<file path="src/rtl/bpsk_frame_sync_if.sv">
// rtl/bpsk_frame_sync_if.sv - symbol input and byte output bundle for bpsk_frame_sync
interface bpsk_frame_sync_if;
    logic       guess;
    logic       write;
    logic [7:0] data;
    logic       data_valid;
    logic [7:0] length;
    logic       frame_start;
    logic       frame_end;
    logic       inverted;
    logic       error;

    // Demodulator / stimulus side: drives symbols, observes framed bytes
    modport master (
        output guess, write,
        input  data, data_valid, length, frame_start, frame_end, inverted, error
    );

    // Framer side
    modport slave (
        input  guess, write,
        output data, data_valid, length, frame_start, frame_end, inverted, error
    );
endinterface

</file>
<file path="src/rtl/bpsk_frame_sync.sv">
// rtl/bpsk_frame_sync.sv - BPSK sync-word hunt, length capture and payload byte framing
module bpsk_frame_sync #(
    parameter logic [15:0] SYNC_WORD      = 16'h2DD4,
    parameter int          TIMEOUT_CYCLES = 256
) (
    input  logic              clk,
    input  logic              reset,
    bpsk_frame_sync_if.slave  bus
);
    localparam int TW = $clog2(TIMEOUT_CYCLES + 1);
    localparam logic [TW-1:0] TMO_LIMIT = TW'(TIMEOUT_CYCLES);

    localparam logic [1:0] S_HUNT    = 2'd0;
    localparam logic [1:0] S_LENGTH  = 2'd1;
    localparam logic [1:0] S_PAYLOAD = 2'd2;

    logic [1:0]    r_state;
    logic [15:0]   r_sr;
    logic [7:0]    r_byte;
    logic [2:0]    r_bit_cnt;
    logic [7:0]    r_byte_cnt;
    logic [TW-1:0] r_tmo;
    logic [7:0]    r_data;
    logic          r_data_valid;
    logic [7:0]    r_length;
    logic          r_frame_start;
    logic          r_frame_end;
    logic          r_inverted;
    logic          r_error;

    logic [15:0]   w_sr_next;
    logic [7:0]    w_byte_next;
    logic [7:0]    w_byte_cnt_next;

    // Post-shift views: sync match and byte completion look at the value including this symbol
    assign w_sr_next       = {r_sr[14:0], bus.guess};
    assign w_byte_next     = {r_byte[6:0], bus.guess ^ r_inverted};
    assign w_byte_cnt_next = r_byte_cnt + 8'd1;

    // Framing state machine; every return to HUNT wipes sr/byte/bit state so stale bits cannot re-match
    always_ff @(posedge clk) begin
        if (reset) begin
            r_state       <= S_HUNT;
            r_sr          <= '0;
            r_byte        <= '0;
            r_bit_cnt     <= '0;
            r_byte_cnt    <= '0;
            r_tmo         <= '0;
            r_data        <= '0;
            r_data_valid  <= 1'b0;
            r_length      <= '0;
            r_frame_start <= 1'b0;
            r_frame_end   <= 1'b0;
            r_inverted    <= 1'b0;
            r_error       <= 1'b0;
        end else begin
            r_data_valid  <= 1'b0;
            r_frame_start <= 1'b0;
            r_frame_end   <= 1'b0;
            r_error       <= 1'b0;
            case (r_state)
                S_HUNT: begin
                    r_tmo <= '0;
                    if (bus.write) begin
                        r_sr <= w_sr_next;
                        if (w_sr_next == SYNC_WORD) begin
                            r_inverted <= 1'b0;
                            r_state    <= S_LENGTH;
                        end else if (w_sr_next == ~SYNC_WORD) begin
                            r_inverted <= 1'b1;
                            r_state    <= S_LENGTH;
                        end
                    end
                end
                S_LENGTH, S_PAYLOAD: begin
                    if (bus.write) begin
                        r_tmo     <= '0;
                        r_byte    <= w_byte_next;
                        r_bit_cnt <= r_bit_cnt + 3'd1;
                        if (r_bit_cnt == 3'd7) begin
                            if (r_state == S_LENGTH) begin
                                r_length      <= w_byte_next;
                                r_frame_start <= 1'b1;
                                r_byte_cnt    <= '0;
                                if (w_byte_next == 8'd0) begin
                                    r_frame_end <= 1'b1;
                                    r_state     <= S_HUNT;
                                    r_sr        <= '0;
                                    r_byte      <= '0;
                                end else begin
                                    r_state <= S_PAYLOAD;
                                end
                            end else begin
                                r_data       <= w_byte_next;
                                r_data_valid <= 1'b1;
                                r_byte_cnt   <= w_byte_cnt_next;
                                if (w_byte_cnt_next == r_length) begin
                                    r_frame_end <= 1'b1;
                                    r_state     <= S_HUNT;
                                    r_sr        <= '0;
                                    r_byte      <= '0;
                                end
                            end
                        end
                    end else if (r_tmo == TMO_LIMIT) begin
                        r_error    <= 1'b1;
                        r_state    <= S_HUNT;
                        r_sr       <= '0;
                        r_byte     <= '0;
                        r_bit_cnt  <= '0;
                        r_byte_cnt <= '0;
                        r_tmo      <= '0;
                    end else begin
                        r_tmo <= r_tmo + TW'(1);
                    end
                end
                default: begin
                    r_state   <= S_HUNT;
                    r_sr      <= '0;
                    r_byte    <= '0;
                    r_bit_cnt <= '0;
                    r_tmo     <= '0;
                end
            endcase
        end
    end

    assign bus.data        = r_data;
    assign bus.data_valid  = r_data_valid;
    assign bus.length      = r_length;
    assign bus.frame_start = r_frame_start;
    assign bus.frame_end   = r_frame_end;
    assign bus.inverted    = r_inverted;
    assign bus.error       = r_error;
endmodule

</file>
<file path="src/flat_wrapper.sv">
// flat-port wrapper written by rule: the top's interface ports become plain ports
module bpsk_frame_sync_flat 
#(
    parameter logic [15:0] SYNC_WORD      = 16'h2DD4,
    parameter int          TIMEOUT_CYCLES = 256
)
  (clk, reset, bus_guess, bus_write, bus_data, bus_data_valid, bus_length, bus_frame_start, bus_frame_end, bus_inverted, bus_error);
  bpsk_frame_sync_if bus_i ();
  input  logic clk;
  input  logic reset;
  input wire logic [$bits(bus_i.guess)-1:0] bus_guess;
  input wire logic [$bits(bus_i.write)-1:0] bus_write;
  output wire logic [$bits(bus_i.data)-1:0] bus_data;
  output wire logic [$bits(bus_i.data_valid)-1:0] bus_data_valid;
  output wire logic [$bits(bus_i.length)-1:0] bus_length;
  output wire logic [$bits(bus_i.frame_start)-1:0] bus_frame_start;
  output wire logic [$bits(bus_i.frame_end)-1:0] bus_frame_end;
  output wire logic [$bits(bus_i.inverted)-1:0] bus_inverted;
  output wire logic [$bits(bus_i.error)-1:0] bus_error;
  assign bus_i.guess = bus_guess;
  assign bus_i.write = bus_write;
  assign bus_data = bus_i.data;
  assign bus_data_valid = bus_i.data_valid;
  assign bus_length = bus_i.length;
  assign bus_frame_start = bus_i.frame_start;
  assign bus_frame_end = bus_i.frame_end;
  assign bus_inverted = bus_i.inverted;
  assign bus_error = bus_i.error;
  bpsk_frame_sync #(.SYNC_WORD(SYNC_WORD), .TIMEOUT_CYCLES(TIMEOUT_CYCLES)) u_core (.clk(clk), .reset(reset), .bus(bus_i));
endmodule
</file>
<file path="config.mk">
export PLATFORM = sky130hd
export DESIGN_NAME = bpsk_frame_sync_flat
export DESIGN_NICKNAME = d
export VERILOG_FILES = /design/src/rtl/bpsk_frame_sync_if.sv /design/src/rtl/bpsk_frame_sync.sv /design/src/flat_wrapper.sv
export SDC_FILE = /design/constraint.sdc
export NUM_CORES = 1
export LEC_CHECK = 0
export ABC_AREA = 1
export CORE_ASPECT_RATIO = 1.5
export CORE_MARGIN = 5
export CORE_UTILIZATION = 58
export CTS_CLUSTER_DIAMETER = 120
export CTS_CLUSTER_SIZE = 10
export DETAILED_ROUTE_END_ITERATION = 7
export PLACE_DENSITY = 0.81
export REMOVE_ABC_BUFFERS = 1
export SLEW_MARGIN = 20
export SYNTH_ARGS = -nofsm -noshare
export SYNTH_HDL_FRONTEND = slang
export SYNTH_SLANG_ARGS = --single-unit
</file>
<file path="constraint.sdc">
create_clock -name clk -period 2.6 [get_ports clk]
set_input_delay 0.39 -clock clk [delete_from_list [all_inputs] [get_ports clk]]
set_output_delay 0.39 -clock clk [all_outputs]
set_load 0.01 [all_outputs]
</file>
Word level (Yosys, flattened, before mapping):

Index checks and enable logic that the tools add are counted.

* bits in latches: 0
* RAM bits: 0
* memories kept: 0
* output and inout port bits: 21
* bits in read-only memories: 0
* flip-flop bits (word level): 65

* divide/modulo/power cells: 0
* multiplexer cells: 39
* $add $sub $neg: 3
* $mul: 0
* shift-type cells: 0
* equality and inequality tests: 14
* magnitude comparators: 0
* reduce and logical (&&, ||, !) cells: 15
* bitwise gates (word level): 6

Operator list (number)
* $mux 15: 7
* $mux 7: 5
* $mux 8: 4
* $pmux 15 s2: 1
* $mux 2: 9
* $eq 16x14->1 const B: 1
* $eq 16x16->1 const B: 1
* $pmux 7 s2: 1
* $reduce_and 5->1: 2
* $add 9x1->9 const B: 1
* $eq 9x9->1 const B: 1
* $add 8x1->8 const B: 1
* $eq 8x8->1: 1
* $logic_not 8->1: 1
* $mux 1: 8
* $reduce_and 4->1: 2
* $reduce_or 4->1: 2
* $mux 3: 2
* $ne 3x2->1 const B: 2
* $pmux 3 s2: 1
* $reduce_and 3->1: 2
* $not 1->1: 5
* $ne 4x2->1 const B: 1
* $ne 4x4->1 const B: 1
* other kinds (14): 15

Longest topological paths before layout:

* depth after elaboration: 7
* depth in mapped cells: 16

Worst setup path before layout:

OpenSTA, ideal clock, no wires.

* path kind: reg-to-reg
* start: reg u_core.r_byte_cnt[1]
* end: reg u_core.r_sr[10]
* required time: 2.490 ns
* period minus slack after synthesis: 1.898 ns
* path slack: 0.702 ns
* stages on the path, launching flop included: 14
* setup time: 0.110 ns
* data arrival time: 1.788 ns
* path buffers: 1
* cell sequence: dfxtp_1 -> ha_1 -> nand2_2 -> inv_1 -> nand3_1 -> nand3_1 -> nand2_1 -> nor2_4 -> nand3_4 -> nand3_4 -> buf_2 -> nand4_1 -> nand2_1 -> nor2_1

* cells in the longest elaborated chain, start to end: 4

RTL lines
* start, declared: line bpsk_frame_sync.sv:21 `logic [7:0] r_byte_cnt;`
* start signal, assigned: line bpsk_frame_sync.sv:96 `r_byte_cnt <= w_byte_cnt_next;`
* $add 8x1->8: line bpsk_frame_sync.sv:38 `assign w_byte_cnt_next = r_byte_cnt + 8'd1;`
* $eq 8x8->1: line bpsk_frame_sync.sv:97 `if (w_byte_cnt_next == r_length) begin`
* $ne 4x2->1 (no line)
* $reduce_and 5->1 (no line)
* end signal, assigned: line bpsk_frame_sync.sv:65 `r_sr <= w_sr_next;`
* end, declared: line bpsk_frame_sync.sv:18 `logic [15:0] r_sr;`

No other way between the ends.
A chain may end at the register's enable or synchronous reset.

Worst setup path after layout:

* start: reg u_core.r_byte_cnt[1]
* end: reg u_core.r_sr[3]

Same word-level chain as after synthesis.

==> impl_results.md <==
- RSZ-0062 raised after global routing: false
- CP max stage cell: dfxtp_1
- Top_reg_cell synth: dfxtp_1
- Core area: around 5500 µm²
- Critical-path cell list: ha_1, nand2_2, inv_1, nand3_1, nand3_1, nand2_1, nor2_4, nand3_4, nand3_4, nand3_4, nand2_1, inv_1, nor2_1
- Fmax: 436 MHz
- Number of synthesized flops with an enable pin: 0
- WL final: around 7400 µm
- Slew HR: 0.551
- Vias per cell: approximately 5.4
- Final setup viols: 0
- Final instance area: a little under 4000 µm²
- Max Cap Violations: 0
- Buffers on Ports: 24
- Via count: ~3200
- Max-slew violation count: 0
- Synth Register Bits: 65
- Register share of total power: 0.372
- Syn avg cell area: between 6 and 7 µm²
- Total Die Area: 7400 µm²
- Chip Height: between 100 and 150 µm
- CP Capture Type: flip-flop
- Later-pin clock latency in the skew report: between 0.3 and 0.4 ns
- Part of the cycle the worst path needs: 0.882
- Crit Path Category: reg -> reg
- DRC viols: 0
- Synth area leader: dfxtp_1
- Post-CTS Hold Fix Bufs: 0
- Final nets: ~520
- Gate Count Post-Synth: ~480
- Post-CTS sizing: 0
- Vias in the first global route: around 3100
- Site Rows: 33
- Crit start category: flip-flop
- Leak pwr: about 1.7 nW
- Status: finished clean
- CP most frequent cell: nand3_4
- Clk pwr share: 0.338
- Worst-Margin Slew: about 0.67 ns
- Ys Warns: 0
- Post-synth design cell area: between 3000 and 4000 µm²
- GRT Residual Overflow: 0
- Comb pwr share: 0.289
- H-tree level count: 3
- Worst-path fanout max: 19
- Most frequent cell after synthesis: nand2_1
- Critical path origin: u_core.r_byte_cnt[1]$_SDFFE_PP0P_
- Pwr/cell area: a little over 800 nW/µm²
- I/O Pins: 25
- Pint: approximately 2.1 mW
- Initial antenna violation count: 0
- Maximum vdd drop: 0.727 mV
- Cell Area, Placed: ~3600 µm²
- CP required: roughly 2.9 ns
- Worst-path clk slew: 0.08 ns
- CTS Buf Count: 9
- Area share of the largest cell type after synthesis: 0.390
- R2R Path Start: u_core.r_byte_cnt[1]$_SDFFE_PP0P_
- Post-synth top cells: 103 x nand2_1, 71 x inv_1, 65 x dfxtp_1
- CTS root buf: clkbuf_8
- TNS Setup: 0 ns
- Largest net degree at the start of global routing: 21
- Routability Congestion: 0.860
- First-pass GRT wire length: between 10000 and 15000 µm
- TritonRoute pass-1 iters: 4
- Register area share after synthesis: 0.390
- Fin crit period: between 2 and 2.5 ns
- Post-synth cell types: 29
- Die W: ~72 µm
- Sw Pwr: ~1.1 mW
- Post-CTS setup buffer count: 0
- Final Hold Vio Count: 0
- Hold Startpoint: u_core.r_tmo[0]$_SDFF_PP0_
- Total GRT Usage: 0.223
- CTS tree: built
- ANT cells: 0
- Synth async-reset ratio: 0
- Clock Path Buffers: 2
- Per-cell routed wire length: between 10 and 15 µm
- Cells taking the most area after synthesis: dfxtp_1 39%, nand2_1 12%, inv_1 8.0%
- Clock skew: around 0.016 ns
- Worst min-delay path class: reg -> reg
- Layout cell share with drive strength beyond 1: 0.103
- Initial Utilization: 0.603
- Sw frac: 0.344
- DRT iter0 DRCs: 235
- Area growth, synth to finish: 16.8%
- Data arrival, critical path: 2.58 ns
- TritonCTS Sinks: 65
- Detailed-placement wirelength estimate: around 5400 µm
- ANT nets after route: 0
- CP max stage delay: between 0.4 and 0.5 ns
final timing paths:
path | slack, ns | depth (start not counted) | endpoint
setup / recovery | 0.31 | 13 | u_core.r_sr[3]$_SDFFE_PP0P_
hold / removal | 0.45 | 1 | u_core.r_tmo[0]$_SDFF_PP0_
setup reg to reg | 0.31 | 13 | u_core.r_sr[3]$_SDFFE_PP0P_
hold reg to reg | 0.45 | 1 | u_core.r_tmo[0]$_SDFF_PP0_
per-layer routing:
| metal | wire length [µm] | track usage | vias up |
|---|---|---|---|
| met1 | 2860 | 0.233 | 1434 |
| met2 | 3930 | 0.408 | 98 |
| li1 | - | - | 1603 |
| met4 | 251 | 0.114 | 0 |
| met3 | 374 | 0.0576 | 26 |
| met5 | 0 | 0 | - |
stage by stage:
stage,worst slack (ns),instances,hold WS (ns),util,total power [mW]
final,0.308,584,0.453,0.704,3.16
after detailed placement,0.323,568,0.445,0.659,2.10
after global routing,0.0917,584,0.477,0.704,3.39
after CTS,0.315,584,0.457,0.704,3.17
after floorplan,0.541,466,0.417,-,1.90
after global placement,0.351,568,0.430,0.659,2.08
cells in the final DEF (no fill, tap or decap), types with 12 or more instances in the layout:
cell type,Yosys,final
a21oi_1,30,30
clkdlybuf4s50_1,0,24
dfxtp_1,65,65
inv_1,71,71
nand2_1,103,103
nand2_2,12,12
nand3_1,33,33
nand4_1,29,29
nor2_1,55,55
o21ai_0,18,18
cell type report:
cell class                      count  area [µm²]
Fill cell                         471        1640
Sequential cell                    65        1300
Clock buffer                       10         138
Timing Repair Buffer               32         300
Tap cell                           70        87.6
Inverter                           76         285
Multi-Input combinational cell    325        1670
Clock inverter                      6         115
registers in the layout, indices dropped and copies added (netlist names):
name                    cells
u_core.bus.error            1
u_core.bus.data             8
u_core.r_byte               7
u_core.r_bit_cnt            3
u_core.r_tmo                9
u_core.bus.frame_end        1
u_core.bus.inverted         1
u_core.r_state              2
u_core.bus.data_valid       1
u_core.r_byte_cnt           8
u_core.r_sr                15
u_core.bus.length           8
u_core.bus.frame_start      1
critical path, delay by kind of cell, from the launching register on:
kind | cells | cell delay [ns]
fa+ha+maj | 1 | 0.28
buf+inv | 2 | 0.17
flops | 1 | 0.43
simple gates | 10 | 1.35
logic make-up after synthesis:
kind of cell | synth area share
buf+inv | 0.110
simple gates | 0.364
compound gates | 0.0922
fa+ha+maj | 0.0337
xor+xnor | 0.0105
flops | 0.390
power groups by stage:
stage | logic, mW | registers, mW | clock network [mW]
after global routing | 1.05 | 1.19 | 1.14
after detailed placement | 0.903 | 1.20 | 0
final | 0.915 | 1.18 | 1.07
after CTS | 0.915 | 1.17 | 1.08
after global placement | 0.883 | 1.20 | 0
after floorplan | 0.721 | 1.18 | 0
No activity file was read; power rests on OpenSTA's default activity.
